<file path="src/rtl/video_timing_pkg.sv">
// Register map, bit positions, FSM states and 640x480 defaults shared by the
// DVI timing controller and its register file.
package video_timing_pkg;

  localparam logic [3:0] ADDR_CTRL         = 4'd0;
  localparam logic [3:0] ADDR_H_VISIBLE    = 4'd1;
  localparam logic [3:0] ADDR_H_FRONTPORCH = 4'd2;
  localparam logic [3:0] ADDR_H_PULSE      = 4'd3;
  localparam logic [3:0] ADDR_H_BACKPORCH  = 4'd4;
  localparam logic [3:0] ADDR_V_VISIBLE    = 4'd5;
  localparam logic [3:0] ADDR_V_FRONTPORCH = 4'd6;
  localparam logic [3:0] ADDR_V_PULSE      = 4'd7;
  localparam logic [3:0] ADDR_V_BACKPORCH  = 4'd8;
  localparam logic [3:0] ADDR_POL          = 4'd9;
  localparam logic [3:0] ADDR_CYCLE_FRAMES = 4'd10;
  localparam logic [3:0] ADDR_STATUS       = 4'd15;

  localparam int CTRL_ENABLE = 0;
  localparam int CTRL_APPLY  = 1;
  localparam int CTRL_AUTO   = 2;
  localparam int CTRL_PAT_LO = 4;
  localparam int CTRL_PAT_HI = 5;

  localparam int STAT_RUNNING = 0;
  localparam int STAT_PENDING = 1;
  localparam int STAT_FCNT_LO = 4;
  localparam int STAT_FCNT_HI = 15;

  localparam int VGA_H_VISIBLE    = 640;
  localparam int VGA_H_FRONTPORCH = 16;
  localparam int VGA_H_PULSE      = 96;
  localparam int VGA_H_BACKPORCH  = 48;
  localparam int VGA_V_VISIBLE    = 480;
  localparam int VGA_V_FRONTPORCH = 10;
  localparam int VGA_V_PULSE      = 2;
  localparam int VGA_V_BACKPORCH  = 33;
  localparam int VGA_CYCLE_FRAMES = 60;

  typedef enum logic [1:0] {IDLE, START, RUN, STOP_WAIT} state_t;

  typedef struct packed {
    logic [11:0] h_visible;
    logic [11:0] h_frontporch;
    logic [11:0] h_pulse;
    logic [11:0] h_backporch;
    logic [11:0] v_visible;
    logic [11:0] v_frontporch;
    logic [11:0] v_pulse;
    logic [11:0] v_backporch;
    logic        h_pol;
    logic        v_pol;
    logic [1:0]  pattern;
  } timing_t;

  function automatic logic [11:0] clamp_nonzero(input logic [11:0] v);
    return (v == 12'd0) ? 12'd1 : v;
  endfunction

endpackage

</file>
<file path="src/rtl/video_timing_ctl_if.sv">
// Host register bus of the DVI timing controller: write strobe plus
// registered-read port.
interface video_timing_ctl_if;
  logic        wr_en;
  logic [3:0]  wr_addr;
  logic [15:0] wr_data;
  logic [3:0]  rd_addr;
  logic [15:0] rd_data;

  modport master (output wr_en, wr_addr, wr_data, rd_addr, input rd_data);
  modport slave  (input wr_en, wr_addr, wr_data, rd_addr, output rd_data);
endinterface

</file>
<file path="src/rtl/video_timing_regs.sv">
// Shadow register file for the timing controller: write decode with field
// clamping and a one-cycle registered readback mux.
module video_timing_regs
  import video_timing_pkg::*;
#(
  parameter timing_t RESET_TIMING     = '0,
  parameter int      DEF_CYCLE_FRAMES = VGA_CYCLE_FRAMES
) (
  input  logic                clk,
  input  logic                reset,
  video_timing_ctl_if.slave   bus,
  input  logic                running,
  input  logic                pending,
  input  logic [11:0]         frame_cnt,
  output logic                enable,
  output logic                auto_cycle,
  output logic                apply_req,
  output timing_t             shadow,
  output logic [11:0]         cycle_frames
);

  logic [11:0] cycle_raw;
  logic [11:0] wd;
  logic [15:0] rd_q;
  logic [15:0] rd_mux;
  logic        unused_wr_bits;

  assign wd             = bus.wr_data[11:0];
  assign unused_wr_bits = ^bus.wr_data[15:12];
  assign apply_req      = bus.wr_en && (bus.wr_addr == ADDR_CTRL) && bus.wr_data[CTRL_APPLY];
  // cycle_frames keeps the written value for readback; zero behaves as one
  assign cycle_frames   = clamp_nonzero(cycle_raw);
  assign bus.rd_data    = rd_q;

  always_comb begin
    rd_mux = '0;
    case (bus.rd_addr)
      ADDR_CTRL: begin
        rd_mux[CTRL_ENABLE]             = enable;
        rd_mux[CTRL_AUTO]               = auto_cycle;
        rd_mux[CTRL_PAT_HI:CTRL_PAT_LO] = shadow.pattern;
      end
      ADDR_H_VISIBLE:    rd_mux[11:0] = shadow.h_visible;
      ADDR_H_FRONTPORCH: rd_mux[11:0] = shadow.h_frontporch;
      ADDR_H_PULSE:      rd_mux[11:0] = shadow.h_pulse;
      ADDR_H_BACKPORCH:  rd_mux[11:0] = shadow.h_backporch;
      ADDR_V_VISIBLE:    rd_mux[11:0] = shadow.v_visible;
      ADDR_V_FRONTPORCH: rd_mux[11:0] = shadow.v_frontporch;
      ADDR_V_PULSE:      rd_mux[11:0] = shadow.v_pulse;
      ADDR_V_BACKPORCH:  rd_mux[11:0] = shadow.v_backporch;
      ADDR_POL:          rd_mux[1:0]  = {shadow.v_pol, shadow.h_pol};
      ADDR_CYCLE_FRAMES: rd_mux[11:0] = cycle_raw;
      ADDR_STATUS: begin
        rd_mux[STAT_RUNNING]              = running;
        rd_mux[STAT_PENDING]              = pending;
        rd_mux[STAT_FCNT_HI:STAT_FCNT_LO] = frame_cnt;
      end
      default: rd_mux = '0;
    endcase
  end

  always_ff @(posedge clk) begin
    if (reset) begin
      enable     <= 1'b0;
      auto_cycle <= 1'b0;
      shadow     <= RESET_TIMING;
      cycle_raw  <= 12'(DEF_CYCLE_FRAMES);
      rd_q       <= '0;
    end else begin
      rd_q <= rd_mux;
      if (bus.wr_en) begin
        case (bus.wr_addr)
          ADDR_CTRL: begin
            enable         <= bus.wr_data[CTRL_ENABLE];
            auto_cycle     <= bus.wr_data[CTRL_AUTO];
            shadow.pattern <= bus.wr_data[CTRL_PAT_HI:CTRL_PAT_LO];
          end
          ADDR_H_VISIBLE:    shadow.h_visible    <= clamp_nonzero(wd);
          ADDR_H_FRONTPORCH: shadow.h_frontporch <= wd;
          ADDR_H_PULSE:      shadow.h_pulse      <= clamp_nonzero(wd);
          ADDR_H_BACKPORCH:  shadow.h_backporch  <= wd;
          ADDR_V_VISIBLE:    shadow.v_visible    <= clamp_nonzero(wd);
          ADDR_V_FRONTPORCH: shadow.v_frontporch <= wd;
          ADDR_V_PULSE:      shadow.v_pulse      <= clamp_nonzero(wd);
          ADDR_V_BACKPORCH:  shadow.v_backporch  <= wd;
          ADDR_POL: begin
            shadow.h_pol <= bus.wr_data[0];
            shadow.v_pol <= bus.wr_data[1];
          end
          ADDR_CYCLE_FRAMES: cycle_raw <= wd;
          default: ;
        endcase
      end
    end
  end

endmodule

</file>
<file path="src/rtl/video_timing_ctl.sv">
// DVI test-pattern timing controller: generator start/stop sequencing and
// frame-aligned commit of shadow timing, with optional pattern auto-cycling.
//
// state     | meaning
// IDLE      | generator held in reset; an apply commits on the next cycle
// START     | generator still in reset for RESET_CYCLES cycles
// RUN       | generator running; commits and auto-cycle act on frame_start
// STOP_WAIT | stop requested; generator keeps running to the frame boundary
module video_timing_ctl
  import video_timing_pkg::*;
#(
  parameter int DEF_H_VISIBLE    = VGA_H_VISIBLE,
  parameter int DEF_H_FRONTPORCH = VGA_H_FRONTPORCH,
  parameter int DEF_H_PULSE      = VGA_H_PULSE,
  parameter int DEF_H_BACKPORCH  = VGA_H_BACKPORCH,
  parameter int DEF_V_VISIBLE    = VGA_V_VISIBLE,
  parameter int DEF_V_FRONTPORCH = VGA_V_FRONTPORCH,
  parameter int DEF_V_PULSE      = VGA_V_PULSE,
  parameter int DEF_V_BACKPORCH  = VGA_V_BACKPORCH,
  parameter int DEF_CYCLE_FRAMES = VGA_CYCLE_FRAMES,
  parameter int RESET_CYCLES     = 4
) (
  input  logic              clk,
  input  logic              reset,
  video_timing_ctl_if.slave bus,
  input  logic              frame_start,
  output logic              gen_reset,
  output logic              gen_enable,
  output logic [11:0]       h_visible,
  output logic [11:0]       h_frontporch,
  output logic [11:0]       h_pulse,
  output logic [11:0]       h_backporch,
  output logic [11:0]       v_visible,
  output logic [11:0]       v_frontporch,
  output logic [11:0]       v_pulse,
  output logic [11:0]       v_backporch,
  output logic              h_sync_pol,
  output logic              v_sync_pol,
  output logic [1:0]        pattern_sel
);

  localparam int CNT_W = $clog2(RESET_CYCLES + 1);
  localparam timing_t DEF_TIMING = '{
    h_visible:    12'(DEF_H_VISIBLE),
    h_frontporch: 12'(DEF_H_FRONTPORCH),
    h_pulse:      12'(DEF_H_PULSE),
    h_backporch:  12'(DEF_H_BACKPORCH),
    v_visible:    12'(DEF_V_VISIBLE),
    v_frontporch: 12'(DEF_V_FRONTPORCH),
    v_pulse:      12'(DEF_V_PULSE),
    v_backporch:  12'(DEF_V_BACKPORCH),
    h_pol:        1'b0,
    v_pol:        1'b0,
    pattern:      2'd0
  };

  state_t           state;
  timing_t          active;
  timing_t          shadow;
  logic             pending;
  logic [11:0]      frame_cnt;
  logic [11:0]      cycle_frames;
  logic [CNT_W-1:0] rst_cnt;
  logic             enable;
  logic             auto_cycle;
  logic             apply_req;
  logic             running;
  logic             cycle_wrap;

  assign running    = (state == RUN);
  // >= so a cycle_frames shrunk below the current count still wraps promptly
  assign cycle_wrap = (frame_cnt >= cycle_frames - 12'd1);

  video_timing_regs #(
    .RESET_TIMING     (DEF_TIMING),
    .DEF_CYCLE_FRAMES (DEF_CYCLE_FRAMES)
  ) u_regs (
    .clk          (clk),
    .reset        (reset),
    .bus          (bus),
    .running      (running),
    .pending      (pending),
    .frame_cnt    (frame_cnt),
    .enable       (enable),
    .auto_cycle   (auto_cycle),
    .apply_req    (apply_req),
    .shadow       (shadow),
    .cycle_frames (cycle_frames)
  );

  always_ff @(posedge clk) begin
    if (reset) begin
      state      <= IDLE;
      gen_reset  <= 1'b1;
      gen_enable <= 1'b0;
      active     <= DEF_TIMING;
      pending    <= 1'b0;
      frame_cnt  <= '0;
      rst_cnt    <= '0;
    end else begin
      case (state)
        IDLE: begin
          gen_reset  <= 1'b1;
          gen_enable <= 1'b0;
          if (enable) begin
            active  <= shadow;
            pending <= 1'b0;
            rst_cnt <= CNT_W'(RESET_CYCLES);
            state   <= START;
          end else if (pending) begin
            active  <= shadow;
            pending <= 1'b0;
          end
        end
        START: begin
          if (pending) begin
            active  <= shadow;
            pending <= 1'b0;
          end
          if (!enable) begin
            state     <= IDLE;
            frame_cnt <= '0;
          end else begin
            rst_cnt <= rst_cnt - CNT_W'(1);
            if (rst_cnt == CNT_W'(1)) begin
              state      <= RUN;
              gen_reset  <= 1'b0;
              gen_enable <= 1'b1;
            end
          end
        end
        RUN: begin
          if (frame_start) begin
            if (pending) begin
              active  <= shadow;
              pending <= 1'b0;
              if (auto_cycle) frame_cnt <= '0;
            end else if (auto_cycle) begin
              if (cycle_wrap) begin
                active.pattern <= active.pattern + 2'd1;
                frame_cnt      <= '0;
              end else begin
                frame_cnt <= frame_cnt + 12'd1;
              end
            end
          end
          if (!enable) state <= STOP_WAIT;
        end
        STOP_WAIT: begin
          if (frame_start && pending) begin
            active  <= shadow;
            pending <= 1'b0;
          end
          if (enable) begin
            state <= RUN;
          end else if (frame_start) begin
            state      <= IDLE;
            gen_enable <= 1'b0;
            gen_reset  <= 1'b1;
            frame_cnt  <= '0;
          end
        end
      endcase
      // Last assignment wins: an apply landing on a commit edge stays queued
      if (apply_req) pending <= 1'b1;
    end
  end

  assign h_visible    = active.h_visible;
  assign h_frontporch = active.h_frontporch;
  assign h_pulse      = active.h_pulse;
  assign h_backporch  = active.h_backporch;
  assign v_visible    = active.v_visible;
  assign v_frontporch = active.v_frontporch;
  assign v_pulse      = active.v_pulse;
  assign v_backporch  = active.v_backporch;
  assign h_sync_pol   = active.h_pol;
  assign v_sync_pol   = active.v_pol;
  assign pattern_sel  = active.pattern;

endmodule

</file>
<file path="src/flat_wrapper.sv">
// flat-port wrapper written by rule: the top's interface ports become plain ports
module video_timing_ctl_flat import video_timing_pkg::*;
#(
  parameter int DEF_H_VISIBLE    = VGA_H_VISIBLE,
  parameter int DEF_H_FRONTPORCH = VGA_H_FRONTPORCH,
  parameter int DEF_H_PULSE      = VGA_H_PULSE,
  parameter int DEF_H_BACKPORCH  = VGA_H_BACKPORCH,
  parameter int DEF_V_VISIBLE    = VGA_V_VISIBLE,
  parameter int DEF_V_FRONTPORCH = VGA_V_FRONTPORCH,
  parameter int DEF_V_PULSE      = VGA_V_PULSE,
  parameter int DEF_V_BACKPORCH  = VGA_V_BACKPORCH,
  parameter int DEF_CYCLE_FRAMES = VGA_CYCLE_FRAMES,
  parameter int RESET_CYCLES     = 4
)
  (clk, reset, frame_start, gen_reset, gen_enable, h_visible, h_frontporch, h_pulse, h_backporch, v_visible, v_frontporch, v_pulse, v_backporch, h_sync_pol, v_sync_pol, pattern_sel, bus_wr_en, bus_wr_addr, bus_wr_data, bus_rd_addr, bus_rd_data);
  video_timing_ctl_if bus_i ();
  input  logic clk;
  input  logic reset;
  input  logic frame_start;
  output logic gen_reset;
  output logic gen_enable;
  output logic [11:0] h_visible;
  output logic [11:0] h_frontporch;
  output logic [11:0] h_pulse;
  output logic [11:0] h_backporch;
  output logic [11:0] v_visible;
  output logic [11:0] v_frontporch;
  output logic [11:0] v_pulse;
  output logic [11:0] v_backporch;
  output logic h_sync_pol;
  output logic v_sync_pol;
  output logic [1:0] pattern_sel;
  input wire logic [$bits(bus_i.wr_en)-1:0] bus_wr_en;
  input wire logic [$bits(bus_i.wr_addr)-1:0] bus_wr_addr;
  input wire logic [$bits(bus_i.wr_data)-1:0] bus_wr_data;
  input wire logic [$bits(bus_i.rd_addr)-1:0] bus_rd_addr;
  output wire logic [$bits(bus_i.rd_data)-1:0] bus_rd_data;
  assign bus_i.wr_en = bus_wr_en;
  assign bus_i.wr_addr = bus_wr_addr;
  assign bus_i.wr_data = bus_wr_data;
  assign bus_i.rd_addr = bus_rd_addr;
  assign bus_rd_data = bus_i.rd_data;
  video_timing_ctl #(.DEF_H_VISIBLE(DEF_H_VISIBLE), .DEF_H_FRONTPORCH(DEF_H_FRONTPORCH), .DEF_H_PULSE(DEF_H_PULSE), .DEF_H_BACKPORCH(DEF_H_BACKPORCH), .DEF_V_VISIBLE(DEF_V_VISIBLE), .DEF_V_FRONTPORCH(DEF_V_FRONTPORCH), .DEF_V_PULSE(DEF_V_PULSE), .DEF_V_BACKPORCH(DEF_V_BACKPORCH), .DEF_CYCLE_FRAMES(DEF_CYCLE_FRAMES), .RESET_CYCLES(RESET_CYCLES)) u_core (.clk(clk), .reset(reset), .bus(bus_i), .frame_start(frame_start), .gen_reset(gen_reset), .gen_enable(gen_enable), .h_visible(h_visible), .h_frontporch(h_frontporch), .h_pulse(h_pulse), .h_backporch(h_backporch), .v_visible(v_visible), .v_frontporch(v_frontporch), .v_pulse(v_pulse), .v_backporch(v_backporch), .h_sync_pol(h_sync_pol), .v_sync_pol(v_sync_pol), .pattern_sel(pattern_sel));
endmodule
</file>
<file path="config.mk">
export PLATFORM = sky130hd
export DESIGN_NAME = video_timing_ctl_flat
export DESIGN_NICKNAME = d
export VERILOG_FILES = /design/src/rtl/video_timing_pkg.sv /design/src/rtl/video_timing_ctl_if.sv /design/src/rtl/video_timing_regs.sv /design/src/rtl/video_timing_ctl.sv /design/src/flat_wrapper.sv
export SDC_FILE = /design/constraint.sdc
export NUM_CORES = 1
export LEC_CHECK = 0
export BUFFER_PORTS_ARGS = -buffer_cell sky130_fd_sc_hd__buf_2
export CELL_PAD_IN_SITES_DETAIL_PLACEMENT = 0
export CELL_PAD_IN_SITES_GLOBAL_PLACEMENT = 2
export CORE_MARGIN = 2
export CORE_UTILIZATION = 31
export DETAILED_ROUTE_END_ITERATION = 12
export PLACE_DENSITY = 0.86
export SLEW_MARGIN = 20
export SYNTH_ARGS = -nofsm -noshare
export SYNTH_HDL_FRONTEND = slang
export SYNTH_SLANG_ARGS = --single-unit
</file>
<file path="constraint.sdc">
create_clock -name clk -period 3 [get_ports clk]
set_clock_uncertainty 0.1 [all_clocks]
set_input_delay 0.45 -clock clk [delete_from_list [all_inputs] [get_ports clk]]
set_output_delay 0.45 -clock clk [all_outputs]
set_load 0.02 [all_outputs]
</file>
==> results of run 1 <==
-- layout make-up --
class                   count  area [um2]  share of cell area (%)
flip-flops and latches    250        5010                    38.0
clock buffers              38         808                    6.14
repair buffers            195        1140                    8.67
inverters                  17        63.8                   0.485
clock inverters            10         144                    1.09
well taps                 455         569                    4.33
multi-input cells         904        5430                    41.2
-- per-layer routing --
layer / vias up / track usage, % / routed length [um]
met2: 271 / 30.6 / 16300
met5: - / 0 / 0
met4: 0 / 4.98 / 799
met1: 4672 / 28.9 / 17700
met3: 55 / 2.96 / 2190
li1: 4598 / - / -
-- critical path, cell delays in order, from the launching register on --
cell	delay, ns
dfxtp_2	0.32
or3_4	0.40
nor3_4	0.16
a31oi_2	0.12
ha_2	0.21
nor3b_4	0.15
nand2_2	0.08
nor2_2	0.04
xnor2_1	0.11
ha_1	0.29
nand2_2	0.10
o2111ai_4	0.23
a21oi_2	0.07
a32oi_2	0.22
mux2_4	0.32
-- path summary, 6_finish.rpt --
kind	start	endpoint	cells past startpoint
worst max register to register	u_core.u_regs.cycle_raw[9]	u_core.pattern_sel[1]	14
worst min-delay path	bus_wr_data[11]	u_core.u_regs.shadow[63]	3
worst max-delay path	u_core.u_regs.cycle_raw[9]	u_core.pattern_sel[1]	14
worst min register to register	u_core.rst_cnt[1]	u_core.rst_cnt[1]	2
-- registers in the layout, indices dropped and copies added, names as in the netlist, 2 cells and up, named ones only --
register,cells
u_core.u_regs.shadow,100
u_core.u_regs.bus.rd_data,16
u_core.frame_cnt,12
u_core.h_backporch,12
u_core.h_frontporch,12
u_core.h_pulse,12
u_core.h_visible,12
u_core.u_regs.cycle_raw,12
u_core.v_backporch,12
u_core.v_frontporch,12
u_core.v_pulse,12
u_core.v_visible,12
u_core.rst_cnt,3
u_core.pattern_sel,2
-- kinds of logic (layout without fill, tap and decap cells) --
| family | after synthesis | in the layout | share of synthesized area [%] |
|---|---|---|---|
| AO/OA/AOI/OAI | 238 | 238 | 13.9 |
| XOR/XNOR | 17 | 17 | 1.38 |
| adder cells (fa/ha/maj) | 16 | 16 | 1.85 |
| buffers and inverters | 112 | 260 | 4.81 |
| flip-flops | 250 | 250 | 46.2 |
| multiplexers | 102 | 102 | 10.0 |
| AND/OR/NAND/NOR | 531 | 531 | 21.8 |
-- cells in the final DEF, fill, tap and decap left out, types with 4 or more instances in the layout --
master     Yosys  layout
nand2_1      263     261
a32oi_1        7       6
mux2i_1       88      88
dfxtp_1      250     249
mux4_2         4       4
nand3_1       16      16
mux2_2        10       9
a211oi_1       6       6
xnor2_1       14      14
and2_1         7       7
nor3b_1        5       4
nor2b_1       25      25
nor3_1        10      10
and3_1         5       5
buf_6          5       4
nand3b_1      25      25
clkbuf_16      0      28
nor4_1         7       7
nor2_1       137     134
buf_2         26     140
o22ai_1        9       9
a211o_1       18      18
clkbuf_8       0       7
a22o_1        10      10
a21oi_2        1       4
buf_4          8      50
a22oi_1       13      13
or3_1          6       5
a21oi_1      134     131
nand2b_1       9       9
nand4_1        5       5
inv_1         16      16
clkinv_2       0       4
o21ai_0       10       8
a221oi_1       5       5
ha_1          16      15
-- power breakdown --
part	switching, mW	internal (mW)	total, mW
clock	1.42	2.13	3.55
combinational	0.289	0.136	0.425
sequential	0.0351	3.35	3.39
total	1.74	5.62	7.36
-- what timing repair did --
item | CTS | global route
endpoints found under the setup margin | 14 | 14
pin swaps | 5 | 1
cloned | 1 | 0
setup buffers | 4 | 1
gates resized for setup | 11 | 8
hold buffers | 0 | 0
==> flow_metrics.tcl, run 1 <==
set metrics [dict create \
    status "finished, violations left" \
    violations "negative setup slack" \
    yosysTopAreaCellShare_pct 46.2 \
    path_class "reg -> reg" \
    syn_nets 1310 \
    cts_root_buf "clkbuf_16" \
    nets 1440 \
    drive_gt1_share_pct 20.0 \
    nFillCells 3590 \
    yosysWarnings 0 \
    synth_top_area_cell "dfxtp_1" \
    placed_cells 1815 \
    syn_area_per_cell_um2 8.55 \
    vias_per_cell 5.13 \
    finalMaxSlewViolations 0 \
    cp_max_fo 3 \
    wl_per_cell_um 19.8 \
    fin_util_pct 38.2 \
    timing.fmax_mhz 330 \
    drv_cap 0 \
    design_area_mm2 0.0132 \
    whs_ns 0.149 \
    tns_ns -0.124 \
    ff2ff_setup_slack_ns -0.03 \
    syn_inst 1266 \
    antenna_cells 0 \
    min_period_ns 3.03 \
    cts_tree "built" \
    setup_viol 6 \
    arrival_ns 3.36 \
    htreeDepth 1 \
    ys_async_sr_fraction_pct 0 \
    io_buffer_count 141 \
    synth_ff_type "dfxtp_1" \
    fin_crit_sh_pct 101 \
    synthToLayoutAreaGrowth_pct 21.6 \
    post-synth-top-count-cell "nand2_1" \
    synth-seq-cells 250 \
    antenna_found_initial 1 \
    fin_ws_ns -0.0311 \
    cts_max_path_buffers 3 \
    dp_slack_ns -0.150 \
    place_area_mm2 0.0121 \
    finalHoldViolCount 0 \
    start_util_pct 31.4 \
    finalPower_mw 7.36 \
    synth_common_cells "nand2_1, dfxtp_1, nor2_1" \
    die_y_um 191 \
    start_kind "flop" \
    critPathRequiredTime_ns 3.33 \
    clk_transition_reported_paths_ns 0.06 \
    drt_iter0_drc 665 \
    num_io_pins 146 \
    irDropWorstVdd_mv 0.396 \
    drtPass1Iterations 5 \
    synth_edf_count 0 \
    stdcell_count 1869 \
    gp_congestion 0.913 \
    postRouteWirelength_um 37000 \
    worst_pin_slew_ns 0.894 \
    core_area_mm2 0.0345 \
    drcViolationCount 0 \
    syn_area_mm2 0.0108 \
    ant_nets 0 \
    slew_headroom_pct 40.4 \
    grt-ovfl-total 0 \
    rows 68 \
    grt_pass1_wl_um 55600 \
    insertion_delay_ns 0.56 \
    grt_start_max_net_pins 99 \
    cts_buffers 28 \
    power_density_mw_per_mm2 559 \
    dp_hpwl_um 26500 \
    synth_cell_type_count 65 \
    vias 9596 \
    grtUsageTotal_pct 19.9 \
    grt_setup_unrepaired "yes" \
    dieWidth_um 191 \
    leakagePower_nw 5.15 \
    synth_area_leaders "dfxtp_1, nand2_1, mux2i_1, a21oi_1, nor2_1" \
    die_area_mm2 0.0364 \
    hp-class "in -> reg" \
    grt_pass1_vias 9005 \
    setup.worst_path.end_class "flop" \
    yosysSeqAreaShare_pct 46.2 \
    cts_sinks 250 \
]
(Power assumes the default switching activity.)
==> run 2, diff against run 1 <==
- BUFFER_PORTS_ARGS: -buffer_cell sky130_fd_sc_hd__buf_2 -> -buffer_cell sky130_fd_sc_hd__buf_4
==> run 2 against run 1 <==
The flow still finishes with violations (negative setup slack); critical path depth did not move; sequential cell count did not move; power rose by 1.5%; global-route usage fell by 0.069 points; routed wire length decreased by 0.78%; critical endpoint unchanged.
==> flow_metrics.tcl, run 2 (synthesis results as in run 1) <==
set metrics [dict create \
    fin_ws_ns -0.0512 \
    setup_viol 6 \
    grtUsageTotal_pct 19.8 \
    postRouteWirelength_um 36700 \
    min_period_ns 3.05 \
    die_y_um 191 \
    wl_per_cell_um 19.8 \
    largest_register_ff_count 100 \
    insertion_delay_ns 0.57 \
    holdBufCountCts 0 \
    start_kind "flop" \
    dr_wl_met2_um 16500 \
    r2r_cells 14 \
    ff2ff_setup_slack_ns -0.05 \
    core_area_mm2 0.0345 \
    num_io_pins 146 \
    critPathRequiredTime_ns 3.34 \
    m1WireLength_um 17200 \
    path_delay_family "simple AND/OR/NAND/NOR gates" \
    cp_cell_sequence "or3_4 -> nor3_4 -> a31oi_2 -> ha_2 -> nor3b_4 -> nand2_2 -> nor2_2 -> xnor2_1 -> ha_1 -> nand2_2 -> o2111ai_4 -> a21oi_2 -> a32oi_2 -> mux2_4" \
    drcViolationCount 0 \
    drt_iter0_drc 989 \
    top_layer "met4" \
    drv_cap 0 \
    vias 9469 \
    path_class "reg -> reg" \
    layout_common_cells "nand2_1, dfxtp_1, buf_4" \
    cpMostUsedCell "nand2_2" \
    io_buffer_count 141 \
    grt-ovfl-total 0 \
    clk_transition_reported_paths_ns 0.06 \
    r2r-end "u_core.pattern_sel[1]" \
    grt_start_max_net_pins 120 \
    antenna_found_initial 0 \
    placed_cells 1807 \
    grt_setup_unrepaired "yes" \
    hp-start "bus_wr_data[11]" \
    rows 68 \
    max_stage_delay_ns 0.40 \
    grt_pass1_vias 8927 \
    cts_buffers 28 \
    wl_met3_um 2300 \
    multi_input_area_mm2 0.00542 \
    finalHoldViolCount 0 \
    fin_crit_sh_pct 102 \
    dieWidth_um 191 \
    cts_tree "built" \
    final_common_cell "nand2_1" \
    hp-class "in -> reg" \
    cts_max_path_buffers 3 \
    whs_ns 0.102 \
    finalMaxSlewViolations 0 \
    drive_gt1_share_pct 19.0 \
    regMostFlops "u_core.u_regs.shadow" \
    path_buf_inv 0 \
    cpMaxStageDelayCell "or3_4" \
    leakagePower_nw 5.15 \
    synthToLayoutAreaGrowth_pct 24.6 \
    cts_sinks 250 \
    dp_hpwl_um 26100 \
    die_area_mm2 0.0364 \
    status "finished, violations left" \
    nFillCells 3577 \
    regArea_mm2 0.00501 \
    htreeDepth 1 \
    setup.worst_path.end_class "flop" \
    grt_pass1_wl_um 55400 \
    cts_root_buf "clkbuf_16" \
    violations "negative setup slack" \
    stdcell_count 1858 \
    hold_depth 3 \
    nets 1430 \
    design_area_mm2 0.0135 \
    hold_end "u_core.u_regs.shadow[63]" \
    cp_max_fo 4 \
    place_area_mm2 0.0124 \
    arrival_ns 3.39 \
    worst_pin_slew_ns 0.901 \
    timing.fmax_mhz 328 \
    slew_headroom_pct 39.9 \
    power_density_mw_per_mm2 554 \
    start_util_pct 31.4 \
    ant_nets 0 \
    drtPass1Iterations 7 \
    irDropWorstVdd_mv 0.407 \
    r2r-start "u_core.u_regs.cycle_raw[9]" \
    antenna_cells 0 \
    vias_per_cell 5.10 \
    finalPower_mw 7.47 \
    gp_congestion 0.884 \
]
[run 2: cell types whose count changed in the layout (fill, tap and decap cells not counted), sizes merged]
cell / delta
buf: -10
bufinv: +2
clkinv: -4
clkinvlp: +1
[run 2: what timing repair did]
action,4_1_cts,5_1_grt
endpoints found under the setup margin,14,14
gates cloned,0,1
pin swaps,5,4
setup buffers,2,1
gates resized for setup,7,10
[run 2: cell type report]
type                    count  share of cell area [%]
multi-input cells         904                    40.2
flip-flops and latches    250                    37.1
repair buffers            185                    10.7
clock buffers              38                    5.77
well taps                 455                    4.22
clock inverters             9                    1.47
inverters                  17                   0.473
[run 2: power by group]
group          switching (mW)  internal, mW  total [mW]
clock                    1.42          2.24        3.65
combinational           0.285         0.142       0.428
sequential             0.0345          3.35        3.39
[run 2: worst max path at each step]
| stage | startpoint | endpoint | slack, ns | cells after the start |
|---|---|---|---|---|
| finish | u_core.u_regs.cycle_raw[9] | u_core.pattern_sel[1] | -0.05 | 14 |
| detailed placement | u_core.u_regs.cycle_raw[9] | u_core.pattern_sel[1] | -0.17 | 14 |
| CTS | u_core.u_regs.cycle_raw[9] | u_core.pattern_sel[1] | -0.04 | 14 |
| floorplan | u_core.u_regs.cycle_raw[9] | u_core.pattern_sel[1] | -0.11 | 14 |
| global route | u_core.u_regs.cycle_raw[0] | u_core.frame_cnt[8] | -0.18 | 13 |
| global placement | u_core.u_regs.cycle_raw[9] | u_core.pattern_sel[1] | -0.13 | 14 |
[run 2: routing by layer]
layer	vias up	track usage [%]
met1	4556	28.2
met2	298	31.0
met4	0	4.86
li1	4576	-
met3	39	3.20
met5	-	0
[run 2: per-stage QoR]
stage                     TNS (ns)  utilization (%)  setup slack [ns]
final                      -0.0775             39.1           -0.0512
after global routing         -1.89             39.1            -0.179
after CTS                  -0.0435             38.9           -0.0435
after detailed placement    -0.468             36.0            -0.173
after global placement      -0.198             36.0            -0.132
after floorplan             -0.114                -            -0.114
[run 2: worst min-delay path: cells and delay by family]
kind / cells / cell delay [ns]
and+or+nand+nor: 1 / 0.06
AOI/OAI and AO/OA: 1 / 0.05
buffers and inverters: 1 / 0.16
